**config.mk**
```make
export PLATFORM = sky130hd
export DESIGN_NAME = serial_addsub_flat
export DESIGN_NICKNAME = d
export VERILOG_FILES = /design/src/rtl/serial_addsub_if.sv /design/src/rtl/serial_addsub.sv /design/src/flat_wrapper.sv
export SDC_FILE = /design/constraint.sdc
export NUM_CORES = 1
export LEC_CHECK = 0
export ABC_AREA = 1
export BUFFER_PORTS_ARGS = -buffer_cell sky130_fd_sc_hd__buf_2
export CORE_MARGIN = 3
export CORE_UTILIZATION = 40
export DETAILED_ROUTE_END_ITERATION = 10
export PLACE_DENSITY = 0.6
export SETUP_SLACK_MARGIN = 0.5
export SLEW_MARGIN = 20
export SYNTH_ARGS = -nofsm -noshare
export SYNTH_HDL_FRONTEND = slang
export SYNTH_SLANG_ARGS = --single-unit
```
**constraint.sdc**
```tcl
create_clock -name clk -period 2.5 [get_ports clk]
set_input_delay 0 -clock clk [delete_from_list [all_inputs] [get_ports clk]]
set_output_delay 0 -clock clk [all_outputs]
set_load 0.02 [all_outputs]
```
**src/rtl/serial_addsub_if.sv**
```systemverilog
// serial_addsub_if: operand/result handshake bundle for the digit-serial adder/subtractor.
// slave modport faces the arithmetic block, master modport faces the producer/consumer side.
interface serial_addsub_if #(
    parameter int unsigned WIDTH = 8
);
    logic             in_valid;
    logic             in_ready;
    logic [WIDTH-1:0] a;
    logic [WIDTH-1:0] b;
    logic             op;
    logic             out_valid;
    logic             out_ready;
    logic [WIDTH:0]   out;

    modport slave (
        input  in_valid,
        input  a,
        input  b,
        input  op,
        input  out_ready,
        output in_ready,
        output out_valid,
        output out
    );

    modport master (
        output in_valid,
        output a,
        output b,
        output op,
        output out_ready,
        input  in_ready,
        input  out_valid,
        input  out
    );
endinterface

```
**src/rtl/serial_addsub.sv**
```systemverilog
// serial_addsub: digit-serial unsigned adder/subtractor, DIGIT bits per clock.
// Subtraction is a + ~b + 1 with the carry register seeded to 1; the top result
// bit is the carry for add and the inverted carry (borrow) for subtract.
// Optional feature macro: ADDSUB_SAT_EN (saturating results, top bit becomes the
// saturation flag). Without it results wrap around.
module serial_addsub #(
    parameter int unsigned WIDTH = 8,
    parameter int unsigned DIGIT = 2
) (
    input  logic            clk,
    input  logic            rst_n,
    serial_addsub_if.slave  bus
);
    localparam int unsigned N  = WIDTH / DIGIT;
    localparam int unsigned CW = (N > 1) ? $clog2(N) : 1;

    typedef enum logic [1:0] {
        IDLE = 2'd0,
        RUN  = 2'd1,
        DONE = 2'd2
    } state_t;

    state_t           r_state;
    logic [WIDTH-1:0] r_a;
    logic [WIDTH-1:0] r_b;
    logic             r_op;
    logic             r_carry;
    logic [CW-1:0]    r_cnt;
    logic             r_in_ready;
    logic             r_out_valid;
    logic [WIDTH:0]   r_out;

    logic [DIGIT:0]   w_sum;
    logic [WIDTH-1:0] w_res;
    logic             w_top;
    logic             w_last;
    logic [WIDTH:0]   w_final;

    // One digit slice: sum of the low digits plus carry, result shifted in from the top.
    always_comb begin
        w_sum   = (DIGIT+1)'(r_a[DIGIT-1:0]) + (DIGIT+1)'(r_b[DIGIT-1:0]) + (DIGIT+1)'(r_carry);
        w_res   = (r_out[WIDTH-1:0] >> DIGIT) | (WIDTH'(w_sum[DIGIT-1:0]) << (WIDTH - DIGIT));
        w_top   = r_op ? ~w_sum[DIGIT] : w_sum[DIGIT];
        w_last  = (r_cnt == CW'(N - 1));
        w_final = {w_top, w_res};
`ifdef ADDSUB_SAT_EN
        // Overflow clamps to all ones, underflow to zero; top bit then flags saturation.
        if (w_top) begin
            w_final = {1'b1, (r_op ? {WIDTH{1'b0}} : {WIDTH{1'b1}})};
        end
`endif
    end

    // Control FSM with operand shift registers and registered handshake outputs.
    always_ff @(posedge clk or negedge rst_n) begin
        if (!rst_n) begin
            r_state     <= IDLE;
            r_a         <= '0;
            r_b         <= '0;
            r_op        <= 1'b0;
            r_carry     <= 1'b0;
            r_cnt       <= '0;
            r_in_ready  <= 1'b1;
            r_out_valid <= 1'b0;
            r_out       <= '0;
        end else begin
            case (r_state)
                IDLE: begin
                    if (bus.in_valid) begin
                        r_a        <= bus.a;
                        r_b        <= bus.op ? ~bus.b : bus.b;
                        r_op       <= bus.op;
                        r_carry    <= bus.op;
                        r_cnt      <= '0;
                        r_in_ready <= 1'b0;
                        r_state    <= RUN;
                    end
                end
                RUN: begin
                    r_a     <= r_a >> DIGIT;
                    r_b     <= r_b >> DIGIT;
                    r_carry <= w_sum[DIGIT];
                    if (w_last) begin
                        r_out       <= w_final;
                        r_cnt       <= '0;
                        r_out_valid <= 1'b1;
                        r_state     <= DONE;
                    end else begin
                        r_out[WIDTH-1:0] <= w_res;
                        r_cnt            <= r_cnt + CW'(1);
                    end
                end
                DONE: begin
                    if (bus.out_ready) begin
                        r_out_valid <= 1'b0;
                        r_in_ready  <= 1'b1;
                        r_state     <= IDLE;
                    end
                end
                default: begin
                    r_state <= IDLE;
                end
            endcase
        end
    end

    assign bus.in_ready  = r_in_ready;
    assign bus.out_valid = r_out_valid;
    assign bus.out       = r_out;
endmodule

```
**src/flat_wrapper.sv**
```systemverilog
// flat-port wrapper written by rule: the top's interface ports become plain ports
module serial_addsub_flat 
#(
    parameter int unsigned WIDTH = 8,
    parameter int unsigned DIGIT = 2
)
  (clk, rst_n, bus_in_valid, bus_a, bus_b, bus_op, bus_out_ready, bus_in_ready, bus_out_valid, bus_out);
  serial_addsub_if #(.WIDTH(WIDTH)) bus_i ();
  input  logic clk;
  input  logic rst_n;
  input wire logic [$bits(bus_i.in_valid)-1:0] bus_in_valid;
  input wire logic [$bits(bus_i.a)-1:0] bus_a;
  input wire logic [$bits(bus_i.b)-1:0] bus_b;
  input wire logic [$bits(bus_i.op)-1:0] bus_op;
  input wire logic [$bits(bus_i.out_ready)-1:0] bus_out_ready;
  output wire logic [$bits(bus_i.in_ready)-1:0] bus_in_ready;
  output wire logic [$bits(bus_i.out_valid)-1:0] bus_out_valid;
  output wire logic [$bits(bus_i.out)-1:0] bus_out;
  assign bus_i.in_valid = bus_in_valid;
  assign bus_i.a = bus_a;
  assign bus_i.b = bus_b;
  assign bus_i.op = bus_op;
  assign bus_i.out_ready = bus_out_ready;
  assign bus_in_ready = bus_i.in_ready;
  assign bus_out_valid = bus_i.out_valid;
  assign bus_out = bus_i.out;
  serial_addsub #(.WIDTH(WIDTH), .DIGIT(DIGIT)) u_core (.clk(clk), .rst_n(rst_n), .bus(bus_i));
endmodule
```
==> metrics.yaml <==
run_status:
  status: "complete, no violations"
setup_path:
  crit_required_ps: 2680
  end_kind: "register"
  rrSetupSlack_ps: 930
  start_kind: "register"
  crit_type: "register to register"
  worstPathArrival_ps: 1750
  timing.rr.start: "u_core.r_carry"
  crit_chain: "inv_1 -> fa_1 -> fa_1 -> inv_1 -> nand2_1 -> nand3_1 -> nand2_1"
  slowest_stage: "fa_1"
  critPathMaxStageDelay_ps: 430
  r2r-end: "u_core.bus.out[8]"
  crit_fanout: 2
  worst-r2r-cell-count: 7
placement:
  port-buffer-count: 31
  dp_hpwl_um: 2150
  dp_slack_ps: 920
  gp_congestion: 0.708
clocking:
  ctsLongestPathBuffers: 2
  cts_buffers: 5
  cts_sinks: 33
  clk_pin_slew_worst_paths_ps: 70
  cts_setup_buffers: 0
  worstSkewPairLatency_ps: 280
  cts_tree: "built"
  cts_root_buffer: "clkbuf_8"
  htreeDepth: 2
grt:
  first_global_vias: 1296
  grt_start_max_net_pins: 34
  grt_pass1_wl_um: 5580
  busiest_layer: "met2"
  grtUsageMet1_pct: 18.1
  grt_use_met3_pct: 4.83
  overflow: 0
  use_met2_pct: 22.0
  antenna_found_initial: 0
  grt_usage_pct: 14.0
worst_hold_path:
  hold_path.startpoint: "bus_a[1]"
  hold_class: "input pin to register"
  hold_end: "u_core.r_a[1]"
  min_path_cells: 5
sta:
  worst_slack_ps: 929
  relSlewSlack_pct: 51.0
  finalHoldViolCount: 0
  finalClockSkew_ps: 4.33
  fin_crit_sh_pct: 62.9
  period_needed_ps: 1570
  maxSlewViolCount: 0
  fin_setup_tns_ps: 0
  max_freq_ghz: 0.636
  setup_viol: 0
  hold_ws_ps: 15.3
  rsz0062_at_grt: "false"
  worst_pin_slew_ps: 736
logic_synthesis:
  syn_inst: 214
  yosys_warnings: 0
  syn_area_sq_um: 1690
  ys_seq_area_share_pct: 48.8
  yosysUniqueCellTypes: 18
  synth_seq_cells: 33
  syn-num-nets: 238
  avgSynthCellArea_sq_um: 7.92
die:
  die_w_um: 71.1
  core_sq_um: 4060
  initial_core_util_pct: 41.8
  ios: 32
  fp.dieArea_sq_um: 5050
  fp.dieH_um: 71.1
  fp-row-count: 23
finish:
  multi_input_area_sq_um: 664
  nets: 275
  area_growth_pct: 18.1
  diodes: 0
  regArea_sq_um: 827
  fillers: 407
  drive_above_1_share_pct: 17.9
drt:
  drc: 0
  wl_um: 3170
  vias_per_cell: 4.49
  first_pass_iters: 4
  vias: 1355
  postRouteAntennaNets: 0
  drtIter0Drc: 69
  drt-wirelength-per-cell_um: 10.5
power_and_ir_drop:
  ir_drop_v: 0.000409
  cellPowerDensity_nw_per_um2: 1130
  power_leakage_nw: 1.11
run:
  max_cap_violations: 0
[sequential cells by signal, indices dropped and copies added (netlist names)]
| register | flops |
|---|---|
| u_core.bus.in_ready | 1 |
| u_core.bus.out | 9 |
| u_core.bus.out_valid | 1 |
| u_core.r_a | 8 |
| u_core.r_b | 8 |
| u_core.r_carry | 1 |
| u_core.r_cnt | 2 |
| u_core.r_op | 1 |
| u_core.r_state | 2 |
[final cells by class]
cell class / instances / share of cell area, %
Inverter: 25 / 5.07
Multi-Input combinational cell: 144 / 33.2
Tap cell: 50 / 3.13
Sequential cell: 33 / 41.3
Timing Repair Buffer: 42 / 13.3
Clock buffer: 8 / 4.00
[how the worst max path moves through the flow]
stage | startpoint | slack (ps) | cells past startpoint | end
finish | u_core.r_carry | 930 | 7 | u_core.bus.out[8]
global route | u_core.r_carry | 820 | 7 | u_core.bus.out[8]
CTS | u_core.r_carry | 920 | 7 | u_core.bus.out[8]
detailed placement | u_core.r_carry | 920 | 7 | u_core.bus.out[8]
global placement | u_core.r_carry | 960 | 7 | u_core.bus.out[8]
floorplan | u_core.r_carry | 990 | 7 | u_core.bus.out[8]
[per-layer routing]
layer  vias to the layer above  wire [um]
li1                        718          -
met1                       604       1510
met2                        28       1460
met3                         5        150
met4                         0         48
met5                         -          0
[through the flow]
| step | instances | total power (W) | util [%] | cell area (sq um) |
|---|---|---|---|---|
| after floorplan | 214 | 0.00177 | - | 1690 |
| after global placement | 283 | 0.00188 | 44.6 | 1810 |
| after detailed placement | 283 | 0.00190 | 44.6 | 1810 |
| after CTS | 302 | 0.00231 | 49.3 | 2000 |
| after global routing | 302 | 0.00248 | 49.3 | 2000 |
| final | 302 | 0.00227 | 49.3 | 2000 |
[timing repair]
item,in CTS,in global routing
endpoints found under the hold margin,43,0
hold buffers,11,0
setup endpoints to repair,0,0
gates resized for setup,0,0
[Yosys cell counts]
library cell	n	share of area (%)
dfstp_2	1	1.6
o21ai_2	2	1.0
xor2_1	1	0.52
ha_1	1	0.74
o21ai_1	4	1.2
inv_4	3	1.1
dfrtp_1	32	47
nand3_1	15	4.4
fa_1	2	2.4
nand2_1	108	24
o21ai_0	6	1.8
nand2_8	1	1.2
nor2_1	2	0.44
inv_1	22	4.9
o21ai_4	1	0.96
buf_4	9	4.0
buf_6	3	2.0
nor2_4	1	0.66
[power breakdown]
| part | total, W | internal, W | switching (W) | leakage (nW) |
|---|---|---|---|---|
| Sequential | 0.000925 | 0.000769 | 0.000156 | 0.417 |
| Clock | 0.000378 | 0.000198 | 0.000180 | 0.0395 |
| Combinational | 0.000963 | 0.000336 | 0.000627 | 0.653 |
| Total | 0.00227 | 0.00130 | 0.000964 | 1.11 |
[worst max-delay path, delay by kind of cell (launching register included)]
kind,cells,cell delay [ps]
adder cells (fa/ha/maj),2,820
buffers and inverters,2,140
AND/OR/NAND/NOR,3,170
flip-flops,1,350
[cell usage in the layout (no fill, tap or decap), drive strengths merged]
cell type / instances
buf: 31
nor2: 3
ha: 1
xor2: 1
dlygate4sd3: 11
nand3: 15
nand2: 109
o21ai: 13
fa: 2
clkbuf: 8
dfstp: 1
dfrtp: 32
inv: 25
[logic make-up after synthesis]
kind of cell / synth area share [%]
adder cells (fa/ha/maj): 3.10
AO/OA/AOI/OAI: 4.95
AND/OR/NAND/NOR: 30.7
buffers and inverters: 12.0
XOR/XNOR: 0.517
flip-flops: 48.8
Power figures use the tool's default switching activity.
